<file path="config.mk">
export PLATFORM = sky130hd
export DESIGN_NAME = pwm_duty_ramp
export DESIGN_NICKNAME = d
export VERILOG_FILES = /design/src/rtl/pwm_duty_ramp.sv
export SDC_FILE = /design/constraint.sdc
export NUM_CORES = 1
export LEC_CHECK = 0
export ABC_AREA = 0
export BUFFER_PORTS_ARGS = -buffer_cell sky130_fd_sc_hd__buf_2
export CORE_MARGIN = 10
export CORE_UTILIZATION = 59
export DETAILED_ROUTE_END_ITERATION = 12
export PLACE_DENSITY = 0.8
export RECOVER_POWER = 50
export SETUP_SLACK_MARGIN = 0.3
export SYNTH_ARGS = -nofsm -noshare
export SYNTH_HDL_FRONTEND = slang
export SYNTH_SLANG_ARGS = --single-unit
</file>
<file path="constraint.sdc">
create_clock -name clk_div -period 3.9 [get_ports clk_div]
set_clock_uncertainty 0.2 [all_clocks]
set_input_delay 0.78 -clock clk_div [delete_from_list [all_inputs] [get_ports clk_div]]
set_output_delay 0.78 -clock clk_div [all_outputs]
set_load 0.1 [all_outputs]
</file>
<file path="src/rtl/pwm_duty_ramp.sv">
// Slews the PWM duty toward a requested target with one inc/dec pulse per interval of rate+2 cycles.
// Optional PWM_DUTY_RAMP_RETARGET_EN: accept a new target while a ramp is running.
module pwm_duty_ramp #(
   parameter int DUTY_W = 3,
   parameter int RATE_W = 8
) (
   input  logic              clk_div,
   input  logic              rst,
   input  logic              en,
   input  logic              tgt_valid,
   input  logic [DUTY_W-1:0] tgt_duty,
   output logic              tgt_ready,
   input  logic [RATE_W-1:0] rate,
   input  logic              sync_valid,
   input  logic [DUTY_W-1:0] sync_duty,
   output logic              duty_inc,
   output logic              duty_dec,
   output logic [DUTY_W-1:0] cur_duty,
   output logic              busy,
   output logic              done
);

   typedef enum logic [1:0] {IDLE, WAIT, STEP} state_t;

   localparam logic [DUTY_W-1:0] HALF = {1'b1, {(DUTY_W-1){1'b0}}};
   localparam logic [DUTY_W-1:0] MAXV = {DUTY_W{1'b1}};

   state_t              state_q, state_d;
   logic [RATE_W-1:0]   cnt_q, cnt_d;
   logic [DUTY_W-1:0]   cur_q, cur_d;
   logic [DUTY_W-1:0]   tgt_q, tgt_d;
   logic                inc_q, inc_d;
   logic                dec_q, dec_d;
   logic                busy_q, busy_d;
   logic                done_q, done_d;
   logic                pend_q, pend_d;
   logic                accept;
   logic [DUTY_W-1:0]   cur_step;
   logic [DUTY_W-1:0]   tgt_nx;

`ifdef PWM_DUTY_RAMP_RETARGET_EN
   assign tgt_ready = en;
`else
   assign tgt_ready = en && (state_q == IDLE);
`endif

   assign accept = tgt_valid && tgt_ready;

   // Shadow follows the pulse the PWM samples at the edge ending STEP, clamped at the rails.
   always_comb begin
      cur_step = cur_q;
      if (inc_q && cur_q != MAXV)
         cur_step = cur_q + 1'b1;
      else if (dec_q && cur_q != '0)
         cur_step = cur_q - 1'b1;
   end

   assign tgt_nx = accept ? tgt_duty : tgt_q;

   always_comb begin
      state_d = state_q;
      cnt_d   = cnt_q;
      cur_d   = cur_q;
      tgt_d   = tgt_q;
      inc_d   = 1'b0;
      dec_d   = 1'b0;
      done_d  = 1'b0;
      pend_d  = 1'b0;
      if (!en) begin
         state_d = IDLE;
      end else begin
         case (state_q)
            IDLE: begin
               done_d = pend_q;
               if (accept) begin
                  tgt_d = tgt_duty;
                  if (tgt_duty == cur_q) begin
                     pend_d = 1'b1;
                  end else begin
                     cnt_d   = rate;
                     state_d = WAIT;
                  end
               end
            end
            WAIT: begin
               tgt_d = tgt_nx;
               if (tgt_q == cur_q) begin
                  state_d = IDLE;
                  done_d  = 1'b1;
               end else if (cnt_q == '0) begin
                  state_d = STEP;
                  inc_d   = (tgt_q > cur_q);
                  dec_d   = (tgt_q < cur_q);
               end else begin
                  cnt_d = cnt_q - 1'b1;
               end
            end
            STEP: begin
               cur_d = cur_step;
               tgt_d = tgt_nx;
               if (cur_step == tgt_nx) begin
                  state_d = IDLE;
                  done_d  = 1'b1;
               end else begin
                  cnt_d   = rate;
                  state_d = WAIT;
               end
            end
            default: state_d = IDLE;
         endcase
      end
      // A direct duty write wins over everything, matching the PWM's own load priority.
      if (sync_valid) begin
         cur_d   = sync_duty;
         tgt_d   = sync_duty;
         state_d = IDLE;
         inc_d   = 1'b0;
         dec_d   = 1'b0;
         done_d  = 1'b0;
         pend_d  = 1'b0;
      end
      busy_d = (state_d != IDLE);
   end

   always_ff @(posedge clk_div or posedge rst) begin
      if (rst) begin
         state_q <= IDLE;
         cnt_q   <= '0;
         cur_q   <= HALF;
         tgt_q   <= HALF;
         inc_q   <= 1'b0;
         dec_q   <= 1'b0;
         busy_q  <= 1'b0;
         done_q  <= 1'b0;
         pend_q  <= 1'b0;
      end else begin
         state_q <= state_d;
         cnt_q   <= cnt_d;
         cur_q   <= cur_d;
         tgt_q   <= tgt_d;
         inc_q   <= inc_d;
         dec_q   <= dec_d;
         busy_q  <= busy_d;
         done_q  <= done_d;
         pend_q  <= pend_d;
      end
   end

   assign duty_inc = inc_q;
   assign duty_dec = dec_q;
   assign cur_duty = cur_q;
   assign busy     = busy_q;
   assign done     = done_q;

endmodule

</file>
* Word level (Yosys, flattened, before mapping)
Cells that the tools add are included.
** Cells by class
- Add/sub/neg operators :: 3
- Multiply operators :: 0
- Reductions and logical operators :: 16
- Mux-type cells :: 43
- Bitwise gates (word level) :: 0
- Shift-type cells :: 0
- Magnitude comparators :: 2
- Divide/modulo/power cells :: 0
- Equality and inequality tests :: 11
** Operator list (number)
- 8-bit 2-to-1 mux :: 5
- 3-bit 2-to-1 mux :: 9
- 8-bit case mux with 3 select lines :: 1
- 1-bit 2-to-1 mux :: 20
- 2-bit 2-to-1 mux :: 6
- 2-bit != test (second input constant) :: 5
- 3-bit equality test :: 3
- 8-bit logical NOT :: 1
- 2-bit nonzero test :: 4
- 8-bit by 1-bit subtractor with 8-bit output (second input constant) :: 1
- 7-bit AND reduction :: 1
- 2-bit case mux with 3 select lines :: 1
- 3-bit nonzero test :: 2
- 1-bit logical AND :: 4
- 2-bit AND reduction :: 2
- 3-bit by 1-bit adder with 3-bit output (second input constant) :: 1
- 3-bit > comparator :: 1
- 3-bit < comparator :: 1
- 3-bit != test (second input constant) :: 1
- 1-bit case mux with 3 select lines :: 1
- 3-bit OR reduction :: 1
- 3-bit by 1-bit subtractor with 3-bit output (second input constant) :: 1
- 2-bit by 1-bit equality test with 1-bit output (second input constant) :: 1
- 2-bit equality test (second input constant) :: 1
- 2-bit logical NOT :: 1
** Word-level totals
- Bits in read-only memories :: 0
- Bits in registers :: 21
- Logic and storage cells :: 84
- Memories kept :: 0
- Input bits :: 19
- RAM bits :: 0
- Latch bits :: 0

* Longest topological paths before layout
Gate-level depths: netlist of the first run.
- Word-level depth :: 10
- Gate-level depth with buffers :: 9

* Worst setup path after synthesis of the first run
Ideal clock, no wire load.
- Kind :: input-to-output
- Start point :: input port en
- End point :: output port tgt_ready
- Data required time :: 2.920 ns
- Data arrival time :: 2.962 ns
- Stages on the path :: 1
- Slack :: -0.042 ns
- Path through :: nor3b_1
** On the way
- Longest elaborated chain between the ends :: 1
** RTL lines
- start: declaration :: RTL line 9 : input logic en,
- 1-bit logical AND :: RTL line 44 : assign tgt_ready = en && (state_q == IDLE);
- end: declaration :: RTL line 12 : output logic tgt_ready,
Every way passes these cells.

* Worst setup path in the final report of the first run
- Start point :: input port en
- End point :: register cnt_q[4]
** On the way
- Longest elaborated chain between the ends :: 6
- Elaborated cells on any way between the ends :: 7
- Classes of those cells :: eq/ne (3); mux (1); reduce/logical (3)
** RTL lines
- 1-bit logical AND :: RTL line 44
- 1-bit logical AND :: RTL line 47 : assign accept = tgt_valid && tgt_ready;
- 3-bit 2-to-1 mux
- 3-bit equality test :: RTL line 101 : if (cur_step == tgt_nx) begin
- 2-bit != test (no line)
- 7-bit AND reduction (no line) *
- end signal: assignment :: RTL line 138 : cnt_q <= cnt_d;
- end: declaration :: RTL line 29 : logic [RATE_W-1:0] cnt_q, cnt_d;
Every way passes the cells marked *; elsewhere a longest branch is shown, timed or not.
A chain may end at the register's enable or synchronous reset.

==> reports/results.txt, run 1 <==
Core area - 2450 um2
Worst-skew pair later-pin latency - 0.30 ns
CP Max Fanout - 10
Post-synth top cells - dfrtp_1, nor2_1, a21oi_1, inv_1
Top_reg_cell synth - dfrtp_1
Synth cell types - 47
Post-CTS sizing - 0
Clk Tree Root Cell - clkbuf_4
CTS tree - done
Largest area contributor in the netlist - dfrtp_1
DRT Pass-1 Iters - 4
Fill count - 214
DP HPWL - 2940 um
#FFs+latches synth - 21
WS Path Type - in2reg
Worst setup EP type - flip-flop
Layout area overhead - 11.3%
Chip height - 70.7 um
Post-Synthesis Cell Area - 1510 um2
Ys async rst share - 100%
Cell with the most instances after synthesis - dfrtp_1
Clk sinks - 21
Total Nets Final - 223
DRC violations left - 0
Post-CTS setup buffer count - 0
Initial Util - 61.7%
Mapped Cells - 168
Die Wd - 70.7 um
Largest net degree at the start of global routing - 22
Critical Path RT - 3.87 ns
Register area - 528 um2
Tot GR Track Use - 14.3%
Via count of the first global-routing pass - 1379
P_leak - 0.000790 uW
Antenna cell count - 0
Cell Rows - 18
YS warnings - 0
CP Launch Type - input pin
Routed wire length - 3730 um
Initial antenna violation count - 0
Top-area cell type share of the netlist area - 31.4%
Setup_tns - 0 ns
Setup repair after global routing missed its margin - no
Placed Cells - 220
WL/cell - 16.6 um
Outcome - complete, no violations
Die ar. - 4990 um2
I/O Pins - 27
Synth area leaders - dfrtp_1, ha_1, a21oi_1
Finished Layout Cells - 224
Multi-input logic area - 911 um2
Vias - 1380
CP arrival - 3.33 ns
Placement Cell Area - 1660 um2
Post-synth EDFFs - 0
Worst-Margin Slew - 0.787 ns
Vias/cell - 6.16
Register area share after synthesis - 34.9%
Max VDD drop - 0.319 mV
Clock-pin slew on the worst setup and hold paths - 0.12 ns
Slew headroom - 47.5%
Final setup violation count - 0
CTS Buf Count - 3
Antenna-violating nets left - 0
Mapped Nets - 196
First-pass GRT wire length - 6190 um
Final slew viol count - 0
GPL Wtd Cong - 0.910
Final hold violation count - 0
Post-route minimum period - 3.36 ns
Final Cycle Share - 86.2%
CTS Buffer Depth - 2
Max H-tree Level - 1
Max Clock Freq - 0.298 GHz
Drt initial violations - 110
Max-cap violation count - 0
Layout cells sized above 1 - 20.1%
Pwr/cell area - 359 nW/um2
Grt ovf - 0
Mean post-synth cell area - 9.01 um2
Path type of the worst min-delay path - reg2reg
Post-CTS Hold Buffers - 0
Fin area - 1690 um2
Port-buffer cells - 26
## layout by cell type (no fill, tap or decap), drive strengths merged, types with 4 or more instances in the layout
cell type	n
nor2	16
nand2	9
inv	13
dfrtp	19
nand3	8
mux2i	6
o21ai	8
ha	9
o211ai	4
xnor2	5
clkbuf	5
nand2b	4
a21oi	13
buf	25
## power breakdown
group	internal, uW	switching, uW	leakage (uW)	total, uW
Clock	38.2	67.7	0.0000177	106
Sequential	249	30.8	0.000259	279
Combinational	80.8	139	0.000513	220
Total	368	238	0.000790	606
## worst paths after layout
path                       startpoint       end  slack (ns)  cells after the start
max                                en  cnt_q[4]        0.54                      8
min                          cnt_q[0]  cnt_q[0]        0.34                      1
max reg2reg                state_q[1]  cnt_q[4]        0.72                      7
min reg2reg                  cnt_q[0]  cnt_q[0]        0.34                      1
max in group asynchronous         rst  tgt_q[1]        2.61                      2
min in group asynchronous         rst  duty_inc        0.41                      2
## registers in the layout (all words and copies together), names as in the netlist
name	count
cnt_q	8
cur_duty	3
tgt_q	3
state_q	2
busy	1
done	1
duty_dec	1
duty_inc	1
pend_q	1
## stage by stage
step                      util (%)  hold slack, ns  power (uW)  worst slack, ns
after floorplan                  -           0.278         448            0.711
after global placement        67.7           0.305         494            0.586
after detailed placement      67.7           0.312         503            0.530
after CTS                     68.9           0.340         609            0.841
after global routing          68.7           0.360         646            0.415
final                         68.7           0.340         606            0.540
## cell type report
| cell class | instances | area share, % |
|---|---|---|
| tap | 30 | 2.23 |
| clock inverter | 1 | 0.297 |
| clock buffer | 3 | 1.34 |
| inverter | 13 | 2.90 |
| sequential | 21 | 31.3 |
| multi-input combinational | 129 | 54.0 |
| timing repair buffer | 27 | 7.87 |
## cells by family (layout without fill, tap and decap cells)
logic type	after synthesis	after routing	share of synthesized area (%)
buf+inv	18	44	5.29
fa+ha+maj	9	9	7.44
mux	6	6	4.79
compound gates	46	46	20.7
flops	21	21	34.9
simple gates	62	62	22.5
xor+xnor	6	6	4.38
## worst max-delay path: stages
cell,delay [ns]
clkbuf_1,0.18
nor4bb_1,0.30
clkbuf_1,0.34
mux2i_4,0.31
xnor3_1,0.31
or3b_1,0.56
o21ai_2,0.37
o221ai_1,0.18
## layer usage
layer  up-vias  wire [um]  track usage (%)
met4         0         14             3.01
met3         2        164             2.51
li1        666          -                -
met1       665       1540             16.0
met2        47       2010             27.3
met5         -          0                0
Note: power is estimated with default switching activity, not from simulation.
==> inputs of run 2 (changes only) <==
Settings changed: CORE_UTILIZATION 59 to 50, PLACE_DENSITY 0.8 to 0.71.
Clock period 3.9 ns to 2.74 ns, I/O delays scaled along.
==> reports/results.txt, run 2 (synthesis results as in run 1) <==
Outcome - complete, no violations
Max Clock Freq - 0.373 GHz
Worst-skew pair later-pin latency - 0.32 ns
CP arrival - 2.68 ns
WS Path Type - reg2reg
Max reg flops - 8
Setup_tns - 0 ns
Setup repair after global routing missed its margin - yes
DRT Pass-1 Iters - 4
CP Max Fanout - 7
Port-buffer cells - 26
CTS Buf Count - 3
Antenna cell count - 0
P_leak - 0.000942 uW
Largest net degree at the start of global routing - 22
Fill count - 200
Initial Util - 53.5%
Final setup violation count - 0
Antenna-violating nets left - 0
Pwr/cell area - 471 nW/um2
Worst setup EP type - flip-flop
GPL Wtd Cong - 0.893
Max-cap violation count - 0
CP Launch Type - flip-flop
Vias/cell - 6.02
Placed Cells - 233
Worst-Margin Slew - 1.17 ns
Chip height - 75.0 um
Die Wd - 75.0 um
Clock-pin slew on the worst setup and hold paths - 0.13 ns
Layout cells sized above 1 - 39.9%
Multi-input logic area - 1090 um2
Cell Rows - 19
Critical Path RT - 2.74 ns
Die ar. - 5630 um2
Final hold violation count - 0
Grt ovf - 0
Clk sinks - 21
Biggest register - cnt_q
Register-to-Register Setup Slack - 0.06 ns
Routed wire length - 4690 um
Final slew viol count - 0
I/O Pins - 27
Vias - 1499
Tot GR Track Use - 16.4%
Max H-tree Level - 1
Clk Tree Root Cell - clkbuf_4
Path type of the worst min-delay path - in2async
DP HPWL - 3250 um
Commonest non-fill, non-tap cell in the layout - buf_2
Total Nets Final - 247
Most frequent cells in the layout - buf_2, buf_4, nor2_1, dfrtp_1, inv_1
Max VDD drop - 0.275 mV
First-pass GRT wire length - 7270 um
Drt initial violations - 220
Via count of the first global-routing pass - 1545
Final Cycle Share - 97.9%
CTS tree - done
WL/cell - 18.9 um
Finished Layout Cells - 249
CTS Buffer Depth - 2
Register area - 541 um2
Post-route minimum period - 2.68 ns
Core area - 2830 um2
Layout area overhead - 36.4%
DRC violations left - 0
Slew headroom - 22.2%
Initial antenna violation count - 0
## run 2: cell count changes in the layout (fill, tap and decap cells not counted), moves of 3 or more
cell     before  now
buf_4         0   23
dfrtp_1      19   16
ha_1          9    6
ha_4          0    3
## run 2: final timing paths
check | end | start | depth (start not counted)
worst max-delay path | cnt_q[3] | cur_duty[0] | 8
worst min-delay path | cur_duty[0] | rst | 2
worst max register to register | cnt_q[3] | cur_duty[0] | 8
worst min register to register | cnt_q[0] | cnt_q[0] | 1
max in group asynchronous | cur_duty[1] | rst | 2
min in group clk_div | tgt_q[0] | sync_duty[0] | 3
## run 2: critical path: stages, from the launching register on
cell and delay [ns]:
dfrtp_4 0.54, ha_4 0.18, ha_4 0.17, nand2b_4 0.14
and4b_1 0.20, o31ai_2 0.23, or3b_4 0.47, o21ai_4 0.27
o221ai_1 0.16
## run 2: power by group
part           switching [uW]  total (uW)  leakage, uW  internal, uW
registers                49.8         406     0.000256           356
logic                     232         405     0.000668           173
clock network             106         161    0.0000177          54.7
## run 2: area by class of cell
cell class | instances | share of cell area [%]
clock buffers | 3 | 1.09
clock inverters | 1 | 0.242
repair buffers | 51 | 15.6
flip-flops and latches | 21 | 26.2
inverters | 13 | 2.36
well taps | 31 | 1.88
multi-input cells | 129 | 52.6
## run 2: stage by stage
| stage | area [um2] | setup slack, ns | util (%) | hold slack, ns | power (uW) |
|---|---|---|---|---|---|
| final | 2060 | 0.0577 | 73.0 | 0.171 | 972 |
| after global placement | 1810 | -0.221 | 64.0 | 0.319 | 743 |
| after CTS | 1970 | 0.0613 | 69.5 | 0.195 | 949 |
| after floorplan | 1580 | 0.0241 | - | 0.278 | 649 |
| after global routing | 2060 | -0.0484 | 73.0 | 0.229 | 1030 |
| after detailed placement | 1810 | -0.331 | 64.0 | 0.319 | 756 |
## run 2: metal layers
metal	GRT usage, %	up-vias	part of all wire, %	wire length [um]
met5	0	-	0	0
met4	6.93	0	3.0	142
met3	3.29	16	5.5	257
met2	30.2	60	53	2470
met1	17.9	710	39	1820
li1	-	713	-	-
## run 2: timing repair
| item | CTS | global route |
|---|---|---|
| setup buffers | 8 | 4 |
| endpoints found under the setup margin | 11 | 11 |
| gates resized for setup | 15 | 11 |
| hold buffers | 0 | 0 |
| hold endpoints to repair | 0 | 0 |
| pin swaps | 13 | 8 |
